**config.mk**
```make
export PLATFORM = sky130hd
export DESIGN_NAME = axi4_lite_cordic_master
export DESIGN_NICKNAME = d
export VERILOG_FILES = /design/src/rtl/axi4_lite_cordic_master.sv
export SDC_FILE = /design/constraint.sdc
export NUM_CORES = 1
export LEC_CHECK = 0
export ABC_AREA = 1
export BUFFER_PORTS_ARGS = -buffer_cell sky130_fd_sc_hd__buf_2
export CAP_MARGIN = 20
export CORE_ASPECT_RATIO = 1.5
export CORE_MARGIN = 8
export CORE_UTILIZATION = 45
export CTS_BUF_LIST = sky130_fd_sc_hd__clkbuf_16
export DETAILED_ROUTE_END_ITERATION = 6
export PLACE_DENSITY = 0.76
export REMOVE_ABC_BUFFERS = 1
export SLEW_MARGIN = 25
export SYNTH_ARGS = -nofsm -noshare
export SYNTH_HDL_FRONTEND = slang
export SYNTH_SLANG_ARGS = --single-unit
export TNS_END_PERCENT = 100
```
**constraint.sdc**
```tcl
create_clock -name aclk -period 2.4 [get_ports aclk]
set_input_delay 0.24 -clock aclk [delete_from_list [all_inputs] [get_ports aclk]]
set_output_delay 0.24 -clock aclk [all_outputs]
set_load 0.005 [all_outputs]
```
**src/rtl/axi4_lite_cordic_master.sv**
```systemverilog
// axi4_lite_cordic_master
//
// Purpose:
//   AXI4-Lite initiator that runs one CORDIC operation per accepted request.
//   Sequence: write the angle to INPUT, write the start flags to FLAGS_IN,
//   poll FLAGS_OUT until the done bit is set, then read RESULT. The result
//   and an error code are returned on a valid/ready response port. Only one
//   operation is in flight at a time.
//
// Ports:
//   aclk, rst                    clock, synchronous active-high reset
//   req_valid/req_ready          request handshake (ready only while idle)
//   req_theta, req_mode          signed angle and CORDIC mode bit
//   rsp_valid/rsp_ready          response handshake (valid held until ready)
//   rsp_result, rsp_err          RESULT data (0 on error); 00 ok, 01 bus error, 10 timeout
//   aw*, w*, b*, ar*, r*         AXI4-Lite master channels, 32-bit address/data
//
// Configuration:
//   CORDIC_MASTER_TIMEOUT_EN     when defined, an 11-bit poll counter aborts the
//                                operation with err=10 after TIMEOUT_POLLS polls
//                                that return done=0. Undefined: polling is unbounded.

module axi4_lite_cordic_master #(
    parameter logic [31:0] BASE_ADDR     = 32'hF000_0000,
    parameter int          POLL_GAP      = 4,
    parameter int          TIMEOUT_POLLS = 1024
) (
    input  logic        aclk,
    input  logic        rst,
    input  logic        req_valid,
    output logic        req_ready,
    input  logic [31:0] req_theta,
    input  logic        req_mode,
    output logic        rsp_valid,
    input  logic        rsp_ready,
    output logic [31:0] rsp_result,
    output logic [1:0]  rsp_err,
    output logic [31:0] awaddr,
    output logic        awvalid,
    input  logic        awready,
    output logic [31:0] wdata,
    output logic [3:0]  wstrb,
    output logic        wvalid,
    input  logic        wready,
    input  logic [1:0]  bresp,
    input  logic        bvalid,
    output logic        bready,
    output logic [31:0] araddr,
    output logic        arvalid,
    input  logic        arready,
    input  logic [31:0] rdata,
    input  logic [1:0]  rresp,
    input  logic        rvalid,
    output logic        rready
);

    localparam logic [2:0] S_IDLE    = 3'd0;
    localparam logic [2:0] S_WR_IN   = 3'd1;
    localparam logic [2:0] S_WR_FLG  = 3'd2;
    localparam logic [2:0] S_RD_STAT = 3'd3;
    localparam logic [2:0] S_GAP     = 3'd4;
    localparam logic [2:0] S_RD_RES  = 3'd5;
    localparam logic [2:0] S_RESP    = 3'd6;

    localparam logic [31:0] ADDR_INPUT     = BASE_ADDR + 32'h18;
    localparam logic [31:0] ADDR_RESULT    = BASE_ADDR + 32'h1C;
    localparam logic [31:0] ADDR_FLAGS_IN  = BASE_ADDR + 32'h20;
    localparam logic [31:0] ADDR_FLAGS_OUT = BASE_ADDR + 32'h24;

    localparam int GAP_LAST = (POLL_GAP > 0) ? POLL_GAP - 1 : 0;

    logic [2:0]  r_state;
    logic        r_mode;
    logic [31:0] r_awaddr;
    logic        r_awvalid;
    logic [31:0] r_wdata;
    logic        r_wvalid;
    logic        r_bready;
    logic        r_aw_done;
    logic        r_w_done;
    logic [31:0] r_araddr;
    logic        r_arvalid;
    logic        r_rready;
    logic [15:0] r_gap;
    logic        r_rsp_valid;
    logic [31:0] r_result;
    logic [1:0]  r_err;

    logic w_aw_hs;
    logic w_w_hs;
    logic w_b_hs;
    logic w_ar_hs;
    logic w_r_hs;
    logic w_timeout;

    assign w_aw_hs = r_awvalid && awready;
    assign w_w_hs  = r_wvalid && wready;
    assign w_b_hs  = r_bready && bvalid;
    assign w_ar_hs = r_arvalid && arready;
    assign w_r_hs  = r_rready && rvalid;

`ifdef CORDIC_MASTER_TIMEOUT_EN
    localparam logic [10:0] POLL_LAST = 11'(TIMEOUT_POLLS - 1);
    logic [10:0] r_polls;

    // Counts completed polls that came back with done=0; the poll that would
    // reach TIMEOUT_POLLS aborts instead of scheduling another one.
    assign w_timeout = (r_polls == POLL_LAST);

    always_ff @(posedge aclk) begin
        if (rst) begin
            r_polls <= 11'd0;
        end else if (r_state == S_IDLE && req_valid) begin
            r_polls <= 11'd0;
        end else if (r_state == S_RD_STAT && w_r_hs && rresp == 2'b00
                     && !rdata[0] && !w_timeout) begin
            r_polls <= r_polls + 11'd1;
        end
    end
`else
    assign w_timeout = 1'b0;
`endif

    // Main sequencer. Each phase's first request (valid) is raised on the same
    // edge that enters the phase, so the bus sees it in the state's first cycle.
    // AW and W are tracked independently because the slave may accept them in
    // either order; bready only goes up once both have been taken.
    always_ff @(posedge aclk) begin
        if (rst) begin
            r_state     <= S_IDLE;
            r_mode      <= 1'b0;
            r_awaddr    <= 32'd0;
            r_awvalid   <= 1'b0;
            r_wdata     <= 32'd0;
            r_wvalid    <= 1'b0;
            r_bready    <= 1'b0;
            r_aw_done   <= 1'b0;
            r_w_done    <= 1'b0;
            r_araddr    <= 32'd0;
            r_arvalid   <= 1'b0;
            r_rready    <= 1'b0;
            r_gap       <= 16'd0;
            r_rsp_valid <= 1'b0;
            r_result    <= 32'd0;
            r_err       <= 2'b00;
        end else begin
            case (r_state)
                S_IDLE: begin
                    if (req_valid) begin
                        r_mode    <= req_mode;
                        r_awaddr  <= ADDR_INPUT;
                        r_wdata   <= req_theta;
                        r_awvalid <= 1'b1;
                        r_wvalid  <= 1'b1;
                        r_state   <= S_WR_IN;
                    end
                end
                S_WR_IN, S_WR_FLG: begin
                    if (w_b_hs) begin
                        r_bready  <= 1'b0;
                        r_aw_done <= 1'b0;
                        r_w_done  <= 1'b0;
                        if (bresp != 2'b00) begin
                            r_result    <= 32'd0;
                            r_err       <= 2'b01;
                            r_rsp_valid <= 1'b1;
                            r_state     <= S_RESP;
                        end else if (r_state == S_WR_IN) begin
                            r_awaddr  <= ADDR_FLAGS_IN;
                            r_wdata   <= {29'd0, r_mode, 1'b1, 1'b0};
                            r_awvalid <= 1'b1;
                            r_wvalid  <= 1'b1;
                            r_state   <= S_WR_FLG;
                        end else begin
                            r_araddr  <= ADDR_FLAGS_OUT;
                            r_arvalid <= 1'b1;
                            r_state   <= S_RD_STAT;
                        end
                    end else begin
                        if (w_aw_hs) begin
                            r_awvalid <= 1'b0;
                            r_aw_done <= 1'b1;
                        end
                        if (w_w_hs) begin
                            r_wvalid <= 1'b0;
                            r_w_done <= 1'b1;
                        end
                        if ((r_aw_done || w_aw_hs) && (r_w_done || w_w_hs)) begin
                            r_bready <= 1'b1;
                        end
                    end
                end
                S_RD_STAT, S_RD_RES: begin
                    if (w_ar_hs) begin
                        r_arvalid <= 1'b0;
                        r_rready  <= 1'b1;
                    end
                    if (w_r_hs) begin
                        r_rready <= 1'b0;
                        if (rresp != 2'b00) begin
                            r_result    <= 32'd0;
                            r_err       <= 2'b01;
                            r_rsp_valid <= 1'b1;
                            r_state     <= S_RESP;
                        end else if (r_state == S_RD_RES) begin
                            r_result    <= rdata;
                            r_err       <= 2'b00;
                            r_rsp_valid <= 1'b1;
                            r_state     <= S_RESP;
                        end else if (rdata[0]) begin
                            // Done is clear-on-read, so this capture is final.
                            r_araddr  <= ADDR_RESULT;
                            r_arvalid <= 1'b1;
                            r_state   <= S_RD_RES;
                        end else if (w_timeout) begin
                            r_result    <= 32'd0;
                            r_err       <= 2'b10;
                            r_rsp_valid <= 1'b1;
                            r_state     <= S_RESP;
                        end else if (POLL_GAP == 0) begin
                            r_arvalid <= 1'b1;
                        end else begin
                            r_gap   <= 16'd0;
                            r_state <= S_GAP;
                        end
                    end
                end
                S_GAP: begin
                    if (r_gap == GAP_LAST[15:0]) begin
                        r_arvalid <= 1'b1;
                        r_state   <= S_RD_STAT;
                    end else begin
                        r_gap <= r_gap + 16'd1;
                    end
                end
                S_RESP: begin
                    if (rsp_ready) begin
                        r_rsp_valid <= 1'b0;
                        r_state     <= S_IDLE;
                    end
                end
                default: r_state <= S_IDLE;
            endcase
        end
    end

    assign req_ready  = (r_state == S_IDLE);
    assign rsp_valid  = r_rsp_valid;
    assign rsp_result = r_result;
    assign rsp_err    = r_err;
    assign awaddr     = r_awaddr;
    assign awvalid    = r_awvalid;
    assign wdata      = r_wdata;
    assign wstrb      = 4'hF;
    assign wvalid     = r_wvalid;
    assign bready     = r_bready;
    assign araddr     = r_araddr;
    assign arvalid    = r_arvalid;
    assign rready     = r_rready;

endmodule
```
# After elaboration in Yosys (flattened, before gate mapping)

Cells that the tools add are included.
W data, S select, Z words.

Register bits after elaboration: 158
Bits in latches: 0
Bits in writable memories: 0
Bits in read-only memories: 0
Output and inout port bits: 141
Word-level logic and storage cells: 160
Memories: 0

Add/subtract/negate cells: 1
Multiply operators: 0
Divide/modulo/power cells: 0
Order comparisons: 0
Eq/ne operators: 26
Shift operators: 0
Muxes and demuxes: 81
Bitwise operators: 0
Reductions and logical operators: 36

Operator list:

| kind                    | number |
|---|---|
| $mux W32                | 20 |
| $pmux W32 S2            | 4 |
| $mux W16                | 5 |
| $mux W1                 | 32 |
| $pmux W16 S2            | 1 |
| $reduce_and A5 Y1       | 6 |
| $ne A2 B2 Y1 const B    | 14 |
| $mux W3                 | 6 |
| $reduce_bool A2 Y1      | 9 |
| $add A16 B1 Y16 const B | 1 |
| $eq A16 B2 Y1 const B   | 1 |
| $ne A3 B3 Y1 const B    | 5 |
| $pmux W3 S5             | 1 |
| $mux W2                 | 7 |
| $reduce_and A6 Y1       | 2 |
| $reduce_and A2 Y1       | 5 |
| $eq A3 B3 Y1 const B    | 3 |
| $reduce_and A8 Y1       | 1 |
| $eq A3 B2 Y1 const B    | 2 |
| $logic_and A1 B1 Y1     | 6 |
| $pmux W1 S3             | 2 |
| $reduce_bool A3 Y1      | 2 |
| $pmux W1 S2             | 2 |
| $pmux W2 S2             | 1 |
| other kinds (4)         | 6 |

# Depth between registers and ports, before layout

Depth in word-level cells: 7
Mapped depth: 11
Gate-level depth less buffers: 10

# Worst setup path after synthesis

OpenSTA, ideal clock, no wires.

Path kind: register to register
Start point: register r_state[1]
End point: register r_wdata[10] (netlist: wdata[10])
Library setup time: 0.132 ns
Arrival: 1.388 ns
Required time: 2.268 ns
Path slack: 0.880 ns
Cell stages (with the launch flop): 12
Path buffers: 3
Cell sequence: dfxtp_1 > buf_2 > nor2_1 > nand2_1 > nand2_2 > buf_6 > nor2_1 > nor2_2 > nand2_4 > buf_6 > nand2_1 > a21oi_1

Longest elaborated chain between the ends: 4
Elaborated cells between the ends (all ways): 11
Classes of those cells: eq/ne (6); mux (1); reduce/logical (4)

RTL lines:

| element                                                      | line     | source |
|---|---|---|
| from (decl)                                                  | 72       | `logic [2:0] r_state;` |
| from (signal assigned)                                       | 130      | `r_state <= S_IDLE;` |
| from (signal assigned)                                       | 155      | `r_state <= S_WR_IN;` |
| from (signal assigned)                                       | 167      | `r_state <= S_RESP;` |
| $eq A3 B1 Y1 or $eq A3 B2 Y1 (tied branches)                 | 147, 168 |  |
| $reduce_or A2 Y1                                             | 147      | `case (r_state)` |
| $ne A2 B2 Y1 (no line) or $reduce_bool A2 Y1 (tied branches) | --       |  |
| $reduce_and A5 Y1 (no line)                                  | --       |  |
| to (signal assigned)                                         | 152      | `r_wdata <= req_theta;` |
| to (signal assigned)                                         | 170      | `r_wdata <= {29'd0, r_mode, 1'b1, 1'b0};` |
| to (decl)                                                    | 76       | `logic [31:0] r_wdata;` |

Several ways; a longest one is shown, not always the timed one.
A chain may end at the register's enable or synchronous reset.

# Final worst setup path

Start point: register r_state[1]
End point: register r_result[0] (netlist: rsp_result[0])

Longest elaborated chain between the ends: 4
Elaborated cells between the ends (all ways): 13
Classes of those cells: eq/ne (8); mux (1); reduce/logical (4)

RTL lines:

| element                                        | line     | source |
|---|---|---|
| $eq A3 B3 Y1 (tied with other cells)           | 147, 205 |  |
| $reduce_or A2 Y1                               | 147      |  |
| $ne A3 B3 Y1 (no line) (tied with other cells) | --       |  |
| $reduce_and A5 Y1 (no line)                    | --       |  |
| to (signal assigned)                           | 206      | `r_result <= rdata;` |
| to (decl)                                      | 86       | `logic [31:0] r_result;` |

Several ways; a longest one is shown, not always the timed one.

==> metrics.md <==
| Metric | Value |
|---|---|
| Outcome | complete, no violations |
| Worst VDD drop | approximately 0.6 mV |
| Clock Tree Root | clkbuf_16 |
| Gate Count Post-Synth | approximately 770 |
| Power per cell area | 1010 mW/mm² |
| # Max-Cap Violations | 0 |
| First-pass GRT wire length | 23.9 mm |
| R2R depth | 7 |
| Final net count | between 900 and 1000 |
| Setup TNS | 0 ns |
| Core Region | 0.0114 mm² |
| Setup violators final | 0 |
| Crit-path slowest cell | dfxtp_1 |
| CP arrival | 2.24 ns |
| Max Buffers Root-to-Sink | 2 |
| Startpoint Class | flop |
| H-tree depth | 3 |
| DRT Pass-1 Iters | 5 |
| Worst path top cell family by delay | simple AND/OR/NAND/NOR gates |
| Final ANT Viol Nets | 0 |
| Die X | 104 µm |
| Global route total overflow | 0 |
| CP Cell Sequence | nand3_2, nand2_2, inv_1, nand2_2, nand3_4, nor2_1, nor2_1 |
| Register area share after synthesis | 0.379 |
| Fillers | 1175 |
| Pin count of the biggest net entering global routing | 38 |
| Worst Path Required | 2.64 ns |
| Max Clk Rate | 0.500 GHz |
| Placed insts | ~1000 |
| Relative slew slack | 0.647 |
| Post_cts resized | 0 |
| Vias in the first global route | 4887 |
| Die height | 148 µm |
| Post-DR wirelength/cell | 14.0 µm |
| Total track usage | 0.185 |
| Average size of a mapped cell | 6.78 µm² |
| Residual DRC | 0 |
| Commonest non-fill, non-tap cells in the layout | nand2_1 (178), buf_2 (164), dfxtp_1 (99) |
| CP Depth | 7 |
| Synth Warn # | 0 |
| Via count | 5167 |
| CP Capture Type | flop |
| Diodes inserted | 0 |
| Final worst path period need | 2.00 ns |
| WHS Path Cells | 3 |
| I/O pins | 219 |
| Critical Path Max Stage Delay | 0.53 ns |
| Cts hold-fix bufs | 0 |
| Largest area contributor in the netlist | dfxtp_1 |
| Clock buffer count from CTS | 9 |
| Final WS setup | 0.400 ns |
| Number of vias per cell | 4.87 |
| Clock Latency Late Sink | 0.35 ns |
| Post-Syn Area | 0.00523 mm² |
| WP buf/inv | 1 |
| Clock Pin Slew Worst Setup and Hold Paths | 0.08 ns |
| Multi-input logic area | 0.00247 mm² |
| Layout cell share with drive strength beyond 1 | 0.231 |
| FF+latch area | 0.00198 mm² |
| Commonest non-fill, non-tap cell in the layout | nand2_1 |
| Worst Path Max Fanout | 35 |
| DP Worst Slack | ~0.42 ns |
| Setup repair bufs after CTS | 0 |
| Die ar. | approximately 0.015 mm² |
| Initial DRC Count | 309 |
| RSZ-0062 raised after global routing | false |
| Setup Skew | 0.00842 ns |
| CTS tree | yes |
| Fin crit share | 0.833 |
| CTS Sinks | 99 |
| Post-Layout Cell Count | 1061 |
| Ranking of synthesized cells by area | dfxtp_1 (38%), nand2_1 (13%), buf_4 (9.3%) |
| Cell variety after synth | 32 |
| Total routed wirelength | 14.8 mm |
| Initial core utilization | 0.458 |
| Hold/Removal Path Class | input port to flop |
| Leak Pwr | roughly 3.0 nW |
| Initial antenna violation count | 0 |
| Setup CP Type | flop to flop |
| #FFs+latches synth | 99 |
| PortBufs | 164 |
| Synth top area share | 0.379 |
| Least-Margin Pin Slew | between 0.5 and 0.6 ns |
| Area Overhead vs Synth | 17.4% |
| Hold Vio Cnt, Final | 0 |
| RD Place Congestion | 0.879 |
| Pins over their slew limit | 0 |
| Cell Rows | 48 |
| Post-DP HPWL | 10.9 mm |
[path summary, 6_finish.rpt]
| kind | startpoint | to | slack (ns) |
|---|---|---|---|
| worst max register to register | r_state[1] | rsp_result[0] | 0.40 |
| worst min-delay path | req_theta[27] | wdata[27] | 0.16 |
| worst max-delay path | r_state[1] | rsp_result[0] | 0.40 |
| worst min register to register | araddr[5] | araddr[5] | 0.45 |
[metrics by stage]
stage               utilization  cell area (µm²)  hold WS, ns  total power, mW
global placement          0.513             5850        0.430             4.77
CTS                       0.538             6140        0.146             6.22
detailed placement        0.513             5850        0.438             4.81
global route              0.538             6140        0.157             6.64
finish                    0.538             6140        0.157             6.18
floorplan                     -             4730        0.309             3.79
[synthesized netlist by cell type (all sizes together)]
library cell and number:
o22ai 1, conb 2, nor3b 1, nor3 6
nor2 76, nand4 37, buf 85, clkbuf 22
xor2 1, dfxtp 99, a31oi 1, a21oi 64
o31ai 1, o211ai 1, o21bai 4, a211oi 1
nand3 94, o21ai 17, nand2 182, inv 74
ha 2
[metal layers]
layer / wire length (µm) / share of wire / GRT usage
met3: 944 / 0.064 / 0.0527
met2: 7470 / 0.50 / 0.314
met4: 295 / 0.020 / 0.0691
met5: 0 / 0 / 0
met1: 6110 / 0.41 / 0.216
[tightest hold or removal path, delay by kind of cell]
kind | cells | cell delay [ns]
AND/OR/NAND/NOR | 1 | 0.07
buffers and inverters | 1 | 0.10
AO/OA/AOI/OAI | 1 | 0.06
[layout make-up]
type / instances / share of cell area
inverters: 74 / 0.0452
well taps: 150 / 0.0306
clock buffers: 9 / 0.0367
clock inverters: 7 / 0.00978
flip-flops and latches: 99 / 0.323
repair buffers: 179 / 0.152
multi-input cells: 543 / 0.403
[sequential cells by signal, summed over array words and instances (netlist names)]
signal / cells
rsp_result: 32
wdata: 32
r_gap: 16
araddr: 3
awaddr: 3
r_state: 3
arvalid: 1
awvalid: 1
bready: 1
r_aw_done: 1
r_mode: 1
r_w_done: 1
rready: 1
rsp_err: 1
rsp_valid: 1
wvalid: 1
[power breakdown]
part	internal (mW)	switching, mW
clock network	0.722	0.686
logic	0.921	1.63
registers	2.00	0.221
total	3.64	2.54
[logic make-up after synthesis]
kind of cell / count (synthesis) / share of synthesized area
XOR/XNOR: 1 / 0.00167
buffers and inverters: 181 / 0.186
AND/OR/NAND/NOR: 396 / 0.334
flip-flops: 99 / 0.379
adder cells (fa/ha/maj): 2 / 0.00478
other: 2 / 0.00144
AO/OA/AOI/OAI: 90 / 0.0935
No activity file was read; power rests on OpenSTA's default activity.
